**config.mk**
```make
export PLATFORM = sky130hd
export DESIGN_NAME = lfsr_gen_axi
export DESIGN_NICKNAME = d
export VERILOG_FILES = /design/src/rtl/lfsr_gen_pkg.sv /design/src/rtl/lfsr_gen_fifo.sv /design/src/rtl/lfsr_gen_axi.sv
export SDC_FILE = /design/constraint.sdc
export NUM_CORES = 1
export LEC_CHECK = 0
export BUFFER_PORTS_ARGS = -buffer_cell sky130_fd_sc_hd__buf_2
export CAP_MARGIN = 20
export CORE_ASPECT_RATIO = 1.2
export CORE_MARGIN = 1.5
export CORE_UTILIZATION = 52
export CTS_CLUSTER_DIAMETER = 40
export DETAILED_ROUTE_END_ITERATION = 7
export GPL_TIMING_DRIVEN = 1
export PLACE_DENSITY = 0.72
export SLEW_MARGIN = 10
export SYNTH_ARGS = -nofsm -noshare
export SYNTH_HDL_FRONTEND = slang
export SYNTH_SLANG_ARGS = --single-unit
```
**constraint.sdc**
```tcl
create_clock -name clk -period 3.4 [get_ports clk]
set_input_delay 0.34 -clock clk [delete_from_list [all_inputs] [get_ports clk]]
set_output_delay 0.34 -clock clk [all_outputs]
set_load 0.02 [all_outputs]
```
**src/rtl/lfsr_gen_pkg.sv**
```systemverilog
// Purpose: shared register map, bit indices, response codes and enums for the LFSR generator.
// Latency: n/a (declarations only).
// Backpressure: n/a.
package lfsr_gen_pkg;

    // Byte offsets of the register map
    localparam logic [4:0] ADDR_CTRL   = 5'h00;
    localparam logic [4:0] ADDR_SEED   = 5'h04;
    localparam logic [4:0] ADDR_TAPS   = 5'h08;
    localparam logic [4:0] ADDR_DATA   = 5'h0C;
    localparam logic [4:0] ADDR_STATUS = 5'h10;

    // CTRL bit indices
    localparam int CTRL_EN     = 0;
    localparam int CTRL_LOAD   = 1;
    localparam int CTRL_MODE   = 2;
    localparam int CTRL_FLUSH  = 3;
    localparam int CTRL_IRQ_EN = 4;

    // STATUS bit indices ([7:0] is the level)
    localparam int STAT_FULL      = 8;
    localparam int STAT_EMPTY     = 9;
    localparam int STAT_UNDERFLOW = 10;

    // AXI response codes
    localparam logic [1:0] RESP_OKAY   = 2'b00;
    localparam logic [1:0] RESP_SLVERR = 2'b10;

    typedef enum logic {MODE_FIB = 1'b0, MODE_GAL = 1'b1} mode_e;
    typedef enum logic {WR_IDLE = 1'b0, WR_RESP = 1'b1} wr_state_e;
    typedef enum logic {RD_IDLE = 1'b0, RD_DATA = 1'b1} rd_state_e;

    function automatic logic addr_mapped(input logic [4:0] a);
        return (a == ADDR_CTRL) || (a == ADDR_SEED) || (a == ADDR_TAPS) ||
               (a == ADDR_DATA) || (a == ADDR_STATUS);
    endfunction

endpackage

```
**src/rtl/lfsr_gen_fifo.sv**
```systemverilog
// Purpose: synchronous FIFO with flush, level, full and empty.
// Latency: push visible at head one cycle later; flush empties on the next edge.
// Backpressure: push ignored when full, pop ignored when empty; flush wins over both.
// Ports: clk/rst, i_push/i_push_dat, i_pop, i_flush, o_head_dat, o_level, o_full, o_empty.
module lfsr_gen_fifo #(
    parameter int WIDTH = 16,
    parameter int DEPTH = 8,
    localparam int AW = $clog2(DEPTH),
    localparam int LW = AW + 1
) (
    input  logic             clk,
    input  logic             rst,
    input  logic             i_push,
    input  logic [WIDTH-1:0] i_push_dat,
    input  logic             i_pop,
    input  logic             i_flush,
    output logic [WIDTH-1:0] o_head_dat,
    output logic [LW-1:0]    o_level,
    output logic             o_full,
    output logic             o_empty
);

    logic [WIDTH-1:0] r_mem [DEPTH];
    logic [AW-1:0]    r_wr_ptr;
    logic [AW-1:0]    r_rd_ptr;
    logic [LW-1:0]    r_level;
    logic             w_do_push;
    logic             w_do_pop;

    assign o_full     = (r_level == LW'(DEPTH));
    assign o_empty    = (r_level == '0);
    assign o_level    = r_level;
    assign o_head_dat = r_mem[r_rd_ptr];
    assign w_do_push  = i_push & ~o_full;
    assign w_do_pop   = i_pop & ~o_empty;

    // Storage needs no reset; only pointers and level define validity.
    always_ff @(posedge clk) begin
        if (w_do_push) begin
            r_mem[r_wr_ptr] <= i_push_dat;
        end
    end

    always_ff @(posedge clk) begin
        if (rst || i_flush) begin
            r_wr_ptr <= '0;
            r_rd_ptr <= '0;
            r_level  <= '0;
        end else begin
            if (w_do_push) r_wr_ptr <= r_wr_ptr + 1'b1;
            if (w_do_pop)  r_rd_ptr <= r_rd_ptr + 1'b1;
            case ({w_do_push, w_do_pop})
                2'b10:   r_level <= r_level + 1'b1;
                2'b01:   r_level <= r_level - 1'b1;
                default: r_level <= r_level;
            endcase
        end
    end

endmodule

```
**src/rtl/lfsr_gen_axi.sv**
```systemverilog
// Purpose: AXI4-Lite LFSR generator feeding an output FIFO read through the DATA register.
// Latency: B/R responses one cycle after acceptance; LFSR steps one value per cycle into the FIFO.
// Backpressure: LFSR holds while the FIFO is full; bvalid/rvalid hold until bready/rready.
// Ports: clk, rst (sync, active high), AXI4-Lite s_axi_* write/read channels, irq (level).
// Build option LFSR_GEN_GALOIS_EN: enables Galois stepping selected by CTRL[2].
module lfsr_gen_axi
    import lfsr_gen_pkg::*;
#(
    parameter int               WIDTH        = 16,
    parameter int               FIFO_DEPTH   = 8,
    parameter logic [WIDTH-1:0] DEFAULT_SEED = 'h19
) (
    input  logic        clk,
    input  logic        rst,
    input  logic [4:0]  s_axi_awaddr,
    input  logic        s_axi_awvalid,
    output logic        s_axi_awready,
    input  logic [31:0] s_axi_wdata,
    input  logic        s_axi_wvalid,
    output logic        s_axi_wready,
    output logic [1:0]  s_axi_bresp,
    output logic        s_axi_bvalid,
    input  logic        s_axi_bready,
    input  logic [4:0]  s_axi_araddr,
    input  logic        s_axi_arvalid,
    output logic        s_axi_arready,
    output logic [31:0] s_axi_rdata,
    output logic [1:0]  s_axi_rresp,
    output logic        s_axi_rvalid,
    input  logic        s_axi_rready,
    output logic        irq
);

    localparam int LW = $clog2(FIFO_DEPTH) + 1;

    wr_state_e        r_wstate;
    rd_state_e        r_rstate;
    logic             r_awready, r_bvalid, r_arready, r_rvalid;
    logic [1:0]       r_bresp, r_rresp;
    logic [31:0]      r_rdata;
    logic             r_enable, r_irq_en, r_load_pend, r_flush_pend;
    logic             r_underflow, r_irq;
    logic [WIDTH-1:0] r_seed, r_taps, r_state;

    logic             w_wr_acc, w_rd_acc, w_pop, w_step, w_mode_bit;
    logic             w_full, w_empty;
    logic [LW-1:0]    w_level;
    logic [WIDTH-1:0] w_head, w_fib, w_next;
    logic [31:0]      w_ctrl_rd, w_status_rd;
    logic             w_unused;

`ifdef LFSR_GEN_GALOIS_EN
    mode_e            r_mode;
    logic [WIDTH-1:0] w_gal;
    assign w_mode_bit = (r_mode == MODE_GAL);
`else
    assign w_mode_bit = 1'b0;
`endif

    assign s_axi_awready = r_awready;
    assign s_axi_wready  = r_awready;
    assign s_axi_bvalid  = r_bvalid;
    assign s_axi_bresp   = r_bresp;
    assign s_axi_arready = r_arready;
    assign s_axi_rvalid  = r_rvalid;
    assign s_axi_rresp   = r_rresp;
    assign s_axi_rdata   = r_rdata;
    assign irq           = r_irq;
    assign w_unused      = ^s_axi_wdata;

    // Ready is only ever high in IDLE, so it doubles as the state qualifier.
    assign w_wr_acc = r_awready & s_axi_awvalid & s_axi_wvalid;
    assign w_rd_acc = r_arready & s_axi_arvalid;
    assign w_pop    = w_rd_acc & (s_axi_araddr == ADDR_DATA) & ~w_empty;
    // A pending load or flush owns the cycle, so the LFSR neither steps nor pushes.
    assign w_step   = r_enable & ~w_full & ~r_load_pend & ~r_flush_pend;

    assign w_ctrl_rd   = {27'd0, r_irq_en, 1'b0, w_mode_bit, 1'b0, r_enable};
    assign w_status_rd = {21'd0, r_underflow, w_empty, w_full, 8'(w_level)};

    always_comb begin
        w_fib = {r_state[WIDTH-2:0], ^(r_state & r_taps)};
`ifdef LFSR_GEN_GALOIS_EN
        w_gal  = (r_state >> 1) ^ (r_state[0] ? r_taps : '0);
        w_next = (r_mode == MODE_GAL) ? w_gal : w_fib;
`else
        w_next = w_fib;
`endif
        // All-zero is a lock-up state for both forms; recover to the default seed.
        if (r_state == '0) w_next = DEFAULT_SEED;
    end

    always_ff @(posedge clk) begin
        if (rst)              r_state <= DEFAULT_SEED;
        else if (r_load_pend) r_state <= r_seed;
        else if (w_step)      r_state <= w_next;
    end

    always_ff @(posedge clk) begin
        if (rst) begin
            r_wstate     <= WR_IDLE;
            r_rstate     <= RD_IDLE;
            r_awready    <= 1'b0;
            r_bvalid     <= 1'b0;
            r_bresp      <= RESP_OKAY;
            r_arready    <= 1'b0;
            r_rvalid     <= 1'b0;
            r_rresp      <= RESP_OKAY;
            r_rdata      <= '0;
            r_enable     <= 1'b0;
            r_irq_en     <= 1'b0;
            r_load_pend  <= 1'b0;
            r_flush_pend <= 1'b0;
            r_seed       <= '0;
            r_taps       <= '0;
            r_underflow  <= 1'b0;
            r_irq        <= 1'b0;
`ifdef LFSR_GEN_GALOIS_EN
            r_mode       <= MODE_FIB;
`endif
        end else begin
            r_load_pend  <= 1'b0;
            r_flush_pend <= 1'b0;
            r_irq        <= r_irq_en & (w_level >= LW'(FIFO_DEPTH / 2));

            case (r_wstate)
                WR_IDLE: begin
                    r_awready <= 1'b1;
                    if (w_wr_acc) begin
                        r_awready <= 1'b0;
                        r_bvalid  <= 1'b1;
                        r_wstate  <= WR_RESP;
                        r_bresp   <= addr_mapped(s_axi_awaddr) ? RESP_OKAY : RESP_SLVERR;
                        case (s_axi_awaddr)
                            ADDR_CTRL: begin
                                r_enable     <= s_axi_wdata[CTRL_EN];
                                r_irq_en     <= s_axi_wdata[CTRL_IRQ_EN];
                                r_load_pend  <= s_axi_wdata[CTRL_LOAD];
                                r_flush_pend <= s_axi_wdata[CTRL_FLUSH];
`ifdef LFSR_GEN_GALOIS_EN
                                r_mode       <= mode_e'(s_axi_wdata[CTRL_MODE]);
`endif
                            end
                            ADDR_SEED:   r_seed      <= s_axi_wdata[WIDTH-1:0];
                            ADDR_TAPS:   r_taps      <= s_axi_wdata[WIDTH-1:0];
                            ADDR_STATUS: r_underflow <= 1'b0;
                            default: ;
                        endcase
                    end
                end
                WR_RESP: begin
                    if (s_axi_bready) begin
                        r_bvalid  <= 1'b0;
                        r_awready <= 1'b1;
                        r_wstate  <= WR_IDLE;
                    end
                end
                default: r_wstate <= WR_IDLE;
            endcase

            // Read path sits after the write path so an underflow set wins over a same-cycle clear.
            case (r_rstate)
                RD_IDLE: begin
                    r_arready <= 1'b1;
                    if (w_rd_acc) begin
                        r_arready <= 1'b0;
                        r_rvalid  <= 1'b1;
                        r_rstate  <= RD_DATA;
                        r_rresp   <= RESP_OKAY;
                        r_rdata   <= '0;
                        case (s_axi_araddr)
                            ADDR_CTRL:   r_rdata <= w_ctrl_rd;
                            ADDR_SEED:   r_rdata <= 32'(r_seed);
                            ADDR_TAPS:   r_rdata <= 32'(r_taps);
                            ADDR_DATA: begin
                                if (w_empty) r_underflow <= 1'b1;
                                else         r_rdata     <= 32'(w_head);
                            end
                            ADDR_STATUS: r_rdata <= w_status_rd;
                            default:     r_rresp <= RESP_SLVERR;
                        endcase
                    end
                end
                RD_DATA: begin
                    if (s_axi_rready) begin
                        r_rvalid  <= 1'b0;
                        r_arready <= 1'b1;
                        r_rstate  <= RD_IDLE;
                    end
                end
                default: r_rstate <= RD_IDLE;
            endcase
        end
    end

    lfsr_gen_fifo #(
        .WIDTH (WIDTH),
        .DEPTH (FIFO_DEPTH)
    ) u_fifo (
        .clk        (clk),
        .rst        (rst),
        .i_push     (w_step),
        .i_push_dat (w_next),
        .i_pop      (w_pop),
        .i_flush    (r_flush_pend),
        .o_head_dat (w_head),
        .o_level    (w_level),
        .o_full     (w_full),
        .o_empty    (w_empty)
    );

endmodule
```
# After elaboration in Yosys (flattened, before gate mapping)
# Memories as Yosys holds them, arrays and structs flattened. A register that Yosys moved wholly into a read port is not among the register bits.
# Cells that the tools add are included.
# word_totals
regBits	106
ram_bits	128
inputBits	49
output_inout_bits	42
memories	1
# mem_list
memory	depth	width	read_ports	rd_clocked_by_memory_dff	wr	line_no	rtl
u_fifo.r_mem	8	16	1	1	1	lfsr_gen_fifo.sv:23	logic [WIDTH-1:0] r_mem [DEPTH];
# op_classes
add_sub_neg	4
n_lt_le_gt_ge	1
n_eq_ne	15
muxes	37
bitwise	20
reduce_logical	21
# ops
op	n
16-bit case mux with 5 select lines	1
16-bit 2-to-1 mux	4
1-bit 2-to-1 mux	21
5-bit by 4-bit == test with 1-bit output (second input constant)	4
16-bit AND	1
16-bit zero test	1
16-bit XOR reduction	1
1-bit case mux with 2 select lines	6
1-bit AND	11
5-bit by 3-bit == test with 1-bit output (second input constant)	2
5-bit == test (second input constant)	2
5-bit zero test	2
3-bit AND reduction	3
2-bit inequality test (second input constant)	4
1-bit inverter	8
4-bit case mux with 2 select lines	1
2-bit AND reduction	4
3-bit by 1-bit adder with 3-bit output (second input constant)	2
3-bit 2-to-1 mux	2
1-bit logical OR	5
5-bit OR reduction	1
4-bit by 1-bit adder with 4-bit output (second input constant)	1
4-bit == test (second input constant)	1
4-bit by 3-bit >= comparator with 1-bit output (second input constant)	1
other kinds (7)	9

# Longest topological paths before layout
# Gate-level depths: netlist of the first run.
# logic_depth
word_depth	8
depth_mapped	13

# Hierarchy
# A second synthesis of the first run with hierarchy kept.
# hier_totals
hier_cells	703
area_unflattened_um2	9300.2
# by_module_without_submodules
mod	n_inst	cells_per_inst	area_each_um2	seq_area_each_um2
lfsr_gen_fifo	1	261	5527.8	4103.9
lfsr_gen_axi	1	442	3772.4	1561.5

# Worst setup path before layout of the first run
# Ideal clock, no wire load.
# synth_path
path_type	reg-to-reg
start	register u_fifo.r_level[2], in the netlist u_fifo.o_level[2]
end	memory u_fifo.r_mem[2][0] (enable)
setup_time_ns	0.413
t_arrival_ns	2.717
t_required_ns	2.987
setup_slack_ns	0.271
stages_incl_launch_ff	8
path_cell_list	dfxtp_1 > buf_2 > nor3_1 > a21oi_2 > nor2b_1 > clkbuf_1 > nand2b_1 > nor3b_1
# synth_between
elab_chain_len	8
# synth_lines
item	line_no	rtl
start: declaration	lfsr_gen_fifo.sv:26	logic [LW-1:0] r_level;
start signal: assignment	lfsr_gen_fifo.sv:53	2'b10: r_level <= r_level + 1'b1;
start signal: assignment	lfsr_gen_fifo.sv:54	2'b01: r_level <= r_level - 1'b1;
start signal: assignment	lfsr_gen_fifo.sv:55	default: r_level <= r_level;
4-bit == test (*)	lfsr_gen_fifo.sv:30	assign o_full = (r_level == LW'(DEPTH));
1-bit inverter (*)	lfsr_gen_fifo.sv:34, lfsr_gen_axi.sv:76	
1-bit AND (3 in series)	lfsr_gen_axi.sv:76	assign w_step = r_enable & ~w_full & ~r_load_pend & ~r_flush_pend;
1-bit AND (*)	lfsr_gen_fifo.sv:34	assign w_do_push = i_push & ~o_full;
1-bit 2-to-1 mux (*)	lfsr_gen_fifo.sv:39	if (w_do_push) begin
1-bit 2-to-1 mux (implied by the code) (*)	lfsr_gen_fifo.sv:40	r_mem[r_wr_ptr] <= i_push_dat;
end: declaration	lfsr_gen_fifo.sv:23	
# Every way passes the cells marked *; elsewhere a longest branch is shown, timed or not.

# Final worst setup path of the first run
# layout_path
start	register u_fifo.r_level[3], in the netlist u_fifo.o_level[3]
end	register u_fifo.r_level[2], in the netlist u_fifo.o_level[2]
# layout_between
elab_cells_between_ends	14
# layout_rtl
item	line_no	rtl
4-bit zero test (*)	lfsr_gen_fifo.sv:31	assign o_empty = (r_level == '0);
1-bit inverter (*)	lfsr_gen_fifo.sv:35, lfsr_gen_axi.sv:74	
1-bit AND	lfsr_gen_axi.sv:74	assign w_pop = w_rd_acc & (s_axi_araddr == ADDR_DATA) & ~w_empty;
1-bit AND (*)	lfsr_gen_fifo.sv:35	assign w_do_pop = i_pop & ~o_empty;
net u_fifo.w_do_pop	lfsr_gen_fifo.sv:28	logic w_do_pop;
2-bit by 1-bit == test with 1-bit output / 2-bit == test (equally long branches)	lfsr_gen_fifo.sv:52	case ({w_do_push, w_do_pop})
4-bit case mux with 2 select lines / 2-bit nonzero test (equally long branches)	n/a	
# Mark *: on every way through the listed nets, which the timed path passes. The rest lies on a longest branch.
# A chain may end at the register's enable or synchronous reset.

==> results of run 1 <==
[layout by cell type (no fill, tap or decap), drive strengths merged, types with 5 or more instances in the layout]
cell type / n
edfxtp: 128
nand2: 93
dfxtp: 91
buf: 76
nor2: 68
a21oi: 54
mux2i: 36
mux4: 32
clkbuf: 30
conb: 18
nor3: 17
o21ai: 14
xnor2: 13
xor2: 9
a22oi: 9
a221oi: 9
inv: 9
o21a: 8
nor4: 7
nand2b: 7
nor3b: 7
a222oi: 6
ha: 5
[logic make-up (layout without fill, tap and decap cells)]
| group | after synthesis | in the layout | share of synthesized area (%) |
|---|---|---|---|
| xor+xnor | 22 | 22 | 2.11 |
| mux | 69 | 69 | 11.9 |
| buf+inv | 78 | 120 | 4.47 |
| other cells | 1 | 18 | 0.0410 |
| fa+ha+maj | 5 | 5 | 0.684 |
| simple gates | 217 | 217 | 10.9 |
| compound gates | 109 | 109 | 7.93 |
| flops | 219 | 219 | 61.9 |
[layout make-up]
class / instances / area (um2) / area share (%)
repair buffers: 76 / 430 / 4.18
well taps: 216 / 270 / 2.63
flip-flops and latches: 219 / 5670 / 55.1
multi-input cells: 440 / 3170 / 30.8
inverters: 2 / 7.51 / 0.0729
clock buffers: 30 / 612 / 5.94
clock inverters: 12 / 136 / 1.33
[power by group through the flow]
stage / logic (W) / clock network, W / registers [W]
final: 0.000145 / 0.00247 / 0.00280
after global routing: 0.000159 / 0.00262 / 0.00280
after CTS: 0.000146 / 0.00251 / 0.00280
after detailed placement: 0.000145 / 0 / 0.00286
after global placement: 0.000141 / 0 / 0.00285
after floorplan: 0.0000956 / 0 / 0.00287
[final timing paths]
check | start | endpoint | slack, ns | cells after the start
worst max-delay path | u_fifo.o_level[3] | u_fifo.o_level[2] | 0.61 | 10
worst min-delay path | s_axi_rready | s_axi_rvalid | 0.04 | 2
worst max register to register | u_fifo.o_level[3] | u_fifo.o_level[2] | 0.61 | 10
worst min register to register | s_axi_bvalid | s_axi_bvalid | 0.46 | 2
[per-stage QoR]
step	cells	utilization [%]	hold slack, ns
6_report	995	60.4	0.0350
5_1_grt	995	60.4	0.0338
4_1_cts	995	60.4	0.0189
3_5_place_dp	953	56.0	0.453
3_3_place_gp	953	56.0	0.440
2_1_floorplan	737	-	0.439
[worst register-to-register path: stages, from the launching register on]
cell and delay (ns):
dfxtp_1 0.38, nor4_1 0.61, nand2b_1 0.22, nor2_1 0.13, ha_1 0.31, xor2_1 0.19, ha_1 0.19, a21oi_1 0.15
xor2_1 0.10, or3_1 0.31, a21oi_1 0.14
[metal layers]
metal | up-vias | wire length, um | part of all wire, % | global-route usage [%]
met1 | 2930 | 7930 | 39 | 26.8
met4 | 0 | 614 | 3.1 | 8.01
met5 | - | 0 | 0 | 0
met3 | 49 | 1040 | 5.2 | 3.03
met2 | 192 | 10500 | 52 | 40.1
li1 | 2662 | - | - | -
[registers in the layout, summed over array words and instances, names as in the netlist, 3 cells and up, named ones only]
name	flops
r_seed	16
r_state	16
r_taps	16
s_axi_rdata	16
u_fifo.o_level	4
u_fifo.r_mem	128
u_fifo.r_rd_ptr	3
u_fifo.r_wr_ptr	3
==> results.md, run 1 <==
- Status: finished, final reports clean
- Post-synth top cells: edfxtp_1 (128), nand2_1 (93), dfxtp_1 (91)
- Wirelength, routed: 20100 um
- Crit path DAT: 3.23 ns
- Die width: 124 um
- Comb power frac: 2.7%
- Final antenna-violating net count: 0
- Tightest Pin Transition: 1.00 ns
- Data required time of the worst path: 3.83 ns
- Leakage: 3.51 nW
- N_diodes: 0
- Worst path max stage delay: 0.61 ns
- Most frequent cell after synthesis: edfxtp_1
- Async SR Flop Fraction: 0%
- Sw Share: 20.9%
- Critical path's top delay family: simple AND/OR/NAND/NOR gates
- Post-route cell area: 10300 um2
- Area share of the largest cell type after synthesis: 42.0%
- Vias: 5833
- Via-per-instance ratio: 5.86
- Die height: 148 um
- Vias in the first global route: 5778
- Layout area overhead: 12.5%
- Switching power: 0.00113 W
- CP Capture Type: flip-flop
- Global route total overflow: 0
- Core ar.: 17000 um2
- First-pass GRT wire length: 30800 um
- Final TNS setup: 0 ns
- Htree depth: 1
- Drt drc: 0
- Fillers: 1283
- Sequential fraction of the synthesis area: 61.9%
- CTS resizes: 0
- Flop pwr share: 51.7%
- Clock skew: 0.0107 ns
- Synthesized cell area: 9150 um2
- Internal: 0.00428 W
- Initial antenna violation count: 0
- DR iter-0 viols: 519
- IO Pins: 91
- Final Slew Violations: 0
- Clk root buf: clkbuf_16
- Pwr Density: 526 nW/um2
- Final period utilization: 82.2%
- F_max: 358 MHz
- Tmin final: 2.79 ns
- Initial core utilization: 53.7%
- Max Root-Sink Buffers: 3
- Syn Area/Cell: 12.7 um2
- Setup Viol. Count Final: 0
- Crit-path slowest cell: nor4_1
- Setup CP Type: flip-flop to flip-flop
- Nets: 816
- Hold WC Path Type: primary input to flip-flop
- Critical path cell sequence: nor4_1, nand2b_1, nor2_1, ha_1, xor2_1, ha_1, a21oi_1, xor2_1, or3_1, a21oi_1
- Worst-skew pair later-pin latency: 0.50 ns
- Dpl ws: 0.500 ns
- # Max-Cap Violations: 0
- Worst vdd ir: 330 uV
- RSZ-0062 raised after global routing: no
- Gp weighted congestion: 0.835
- Gate Count Post-Synth: 720
- Ys Warns: 0
- Drt wl/cell: 20.2 um
- Most used DFF post-synth: edfxtp_1
- Count of input and output buffers: 56
- Crit path buf inv count: 0
- Netlist cell types: 49
- Post-CTS Hold Buffers: 0
- Clock sink count: 219
- TritonCTS clock tree: built
- Initial DRT Pass Iterations: 5
- Placed wire-length estimate: 13300 um
- Placed Area: 9540 um2
- Startpoint Class: flip-flop
- Rows: 52
- Final hold vios: 0
- Worst relative slew slack: 32.8%
- Clock transition at path regs: 0.06 ns
- CTS Buf Count: 23
- Layout cell share with drive strength beyond 1: 21.7%
- Post-CTS setup buffer count: 0
- Yosys top cell by area: edfxtp_1
- Flops & latches, synth: 219
- All-Layer GR Usage: 22.2%
- Final Worst Setup Slack: 0.607 ns
- Top post-synthesis cells by area: edfxtp_1 (42%), dfxtp_1 (20%), mux4_2 (7.9%)
- Post-synth EDFFs: 128
- CP max FO: 7
- Clock power share: 45.6%
- DIE AREA: 18400 um2
- Tot Pwr: 0.00541 W
- Largest net degree at the start of global routing: 42
No activity file was read; power rests on OpenSTA's default activity.
==> inputs of run 2 (changes only) <==
- ABC_AREA: default -> 1
- PLACE_DENSITY: 0.72 -> 0.74
- clock period: 3.4 -> 2.3 ns (I/O delays scaled with it)
==> results.md, run 2 <==
- Post-synth EDFFs: 128
- Hold path depth: 3
- Non-filler cells, final: 1420
- Global route total overflow: 0
- Nets: 1202
- Rows: 55
- TritonCTS clock tree: built
- Yosys top cell by area: edfxtp_1
- Worst relative slew slack: 58.6%
- Hold WC Path Type: primary input to flip-flop
- Mux cell area share after synthesis: 0%
- Final hold vios: 0
- Netlist cell types: 41
- IO Pins: 91
- Die width: 130 um
- Layout area overhead: 13.4%
- Final TNS setup: 0 ns
- CP Capture Type: flip-flop
- Final Worst Setup Slack: 0.151 ns
- Setup Viol. Count Final: 0
- All-Layer GR Usage: 22.6%
- Most frequent cells in the layout: nand2_1 (216), nor2_1 (157), edfxtp_1 (128), inv_1 (103), dfxtp_1 (87)
- Post-Synth Adder-Cell Area: 0.625%
- Gp weighted congestion: 0.870
- Leakage: 4.56 nW
- CTS Buf Count: 23
- Max reg flops: 128
- Reg with most FFs: u_fifo.r_mem
- Sequential fraction of the synthesis area: 56.6%
- Placed instance count: 1371
- RSZ-0062 raised after global routing: no
- DR iter-0 viols: 590
- DIE AREA: 20100 um2
- Ys Warns: 0
- Synth Area in Compound Gates: 13.8%
- Initial antenna violation count: 0
- R2R cell count: 7
- WP depth: 7
- Tightest Pin Transition: 0.617 ns
- Comb power frac: 2.8%
- Synthesized cell area: 10000 um2
- Most frequent cell after synthesis: nand2_1
- N_diodes: 0
- Switching power: 0.00170 W
- Pwr Density: 694 nW/um2
- Critical path cell sequence: nor2_1, nand3_1, nand4_1, buf_4, or2_2, nor2_1, buf_4
- Worst vdd ir: 606 uV
- Crit-path slowest cell: dfxtp_1
- CP max FO: 21
- Critical path's top delay family: simple AND/OR/NAND/NOR gates
- Layout cell share with drive strength beyond 1: 17.8%
- Synth Area in Simple Gates: 19.4%
- Clock power share: 44.8%
- Drt drc: 0
- Count of input and output buffers: 56
- Clock transition at path regs: 0.07 ns
- Dpl ws: 0.119 ns
- Largest family of logic cells by synthesized area: simple AND/OR/NAND/NOR gates
- Drt wl/cell: 15.6 um
- Wirelength, routed: 22100 um
- Post-synth top cells: nand2_1 (216), nor2_1 (157), edfxtp_1 (128)
- Crit path buf inv count: 2
- Sw Share: 21.6%
- Setup CP Type: flip-flop to flip-flop
- Final antenna-violating net count: 0
- Startpoint Class: flip-flop
- F_max: 465 MHz
- Final Slew Violations: 0
- Vias in the first global route: 7228
- Clock sink count: 219
- XOR/XNOR Fraction of Synth Area: 0.438%
- Initial DRT Pass Iterations: 4
- Commonest non-fill, non-tap cell in the layout: nand2_1
- Core ar.: 18900 um2
- Syn Area/Cell: 9.21 um2
- Clock skew: 0.0149 ns
- # Max-Cap Violations: 0
- Status: finished, final reports clean
- Data required time of the worst path: 2.49 ns
- Internal: 0.00617 W
- Max Root-Sink Buffers: 3
- Most used DFF post-synth: edfxtp_1
- Tmin final: 2.15 ns
- First-pass GRT wire length: 36200 um
- Placed wire-length estimate: 15100 um
- Worst-skew pair later-pin latency: 0.51 ns
- Initial core utilization: 53.1%
- Top post-synthesis cells by area: edfxtp_1 (38%), dfxtp_1 (18%), nand2_1 (8.1%)
- Clk root buf: clkbuf_16
- Async SR Flop Fraction: 0%
- Flop pwr share: 52.4%
- Area share of the largest cell type after synthesis: 38.4%
- Htree depth: 1
- Largest net degree at the start of global routing: 65
- Die height: 155 um
- Via-per-instance ratio: 5.29
- Worst path max stage delay: 0.39 ns
- Final period utilization: 93.4%
- Vias: 7508
- Gate Count Post-Synth: 1086
- Crit path DAT: 2.34 ns
- Flops & latches, synth: 219
## run 2: worst register-to-register path, delay by kind of cell, from the launching register on
kind / cells / cell delay (ns)
DFF: 1 / 0.39
and+or+nand+nor: 5 / 0.88
buffers and inverters: 2 / 0.56
## run 2: final cells by class
type                            instances  area [um2]
Tap cell                              256         320
Sequential cell                       219        5670
Clock buffer                           28         594
Multi-Input combinational cell        689        3510
Timing Repair Buffer                  101         698
Fill cell                            1555        7510
Inverter                              114         428
Clock inverter                         13         125
## run 2: timing repair
item / 4_1_cts / 5_1_grt
resized for setup: 0 / 6
buffers inserted: 0 / 1
endpoints found under the hold margin: 10 / 0
hold buffers: 7 / 0
endpoints found under the setup margin: 0 / 3
## run 2: logic make-up (layout without fill, tap and decap cells)
| logic type | Yosys count | in the layout |
|---|---|---|
| AND/OR/NAND/NOR | 454 | 454 |
| buffers and inverters | 195 | 256 |
| flip-flops | 219 | 219 |
| other | 1 | 18 |
| adder cells (fa/ha/maj) | 5 | 5 |
| AO/OA/AOI/OAI | 207 | 207 |
| XOR/XNOR | 5 | 5 |
## run 2: path summary, 6_finish.rpt
path / from / end / slack, ns
min: s_axi_rready / s_axi_arready / 0.02
max: u_fifo.o_level[0] / u_fifo.r_mem[4][15] / 0.15
max reg2reg: u_fifo.o_level[0] / u_fifo.r_mem[4][15] / 0.15
min reg2reg: s_axi_rdata[1] / s_axi_rdata[1] / 0.46
## run 2: power groups by stage
stage	clock, W	combinational, W	sequential [W]
after floorplan	0	0.000154	0.00422
after global placement	0	0.000208	0.00421
after detailed placement	0	0.000212	0.00421
after CTS	0.00357	0.000222	0.00413
after global routing	0.00372	0.000243	0.00413
final	0.00352	0.000223	0.00413
## run 2: through the flow
step	cell area [um2]	util, %	hold slack (ns)	power [W]
detailed placement	10500	55.8	0.446	0.00442
global placement	10500	55.8	0.432	0.00442
finish	11300	60.2	0.0160	0.00787
global route	11300	60.2	0.0203	0.00808
floorplan	10100	-	0.329	0.00437
CTS	11300	60.0	0.00759	0.00792
## run 2: routing by layer
layer	routed length (um)	track usage, %	vias up
li1	-	-	3707
met1	9360	29.4	3570
met5	0	0	-
met2	11400	39.4	198
met3	982	2.68	33
met4	396	6.93	0
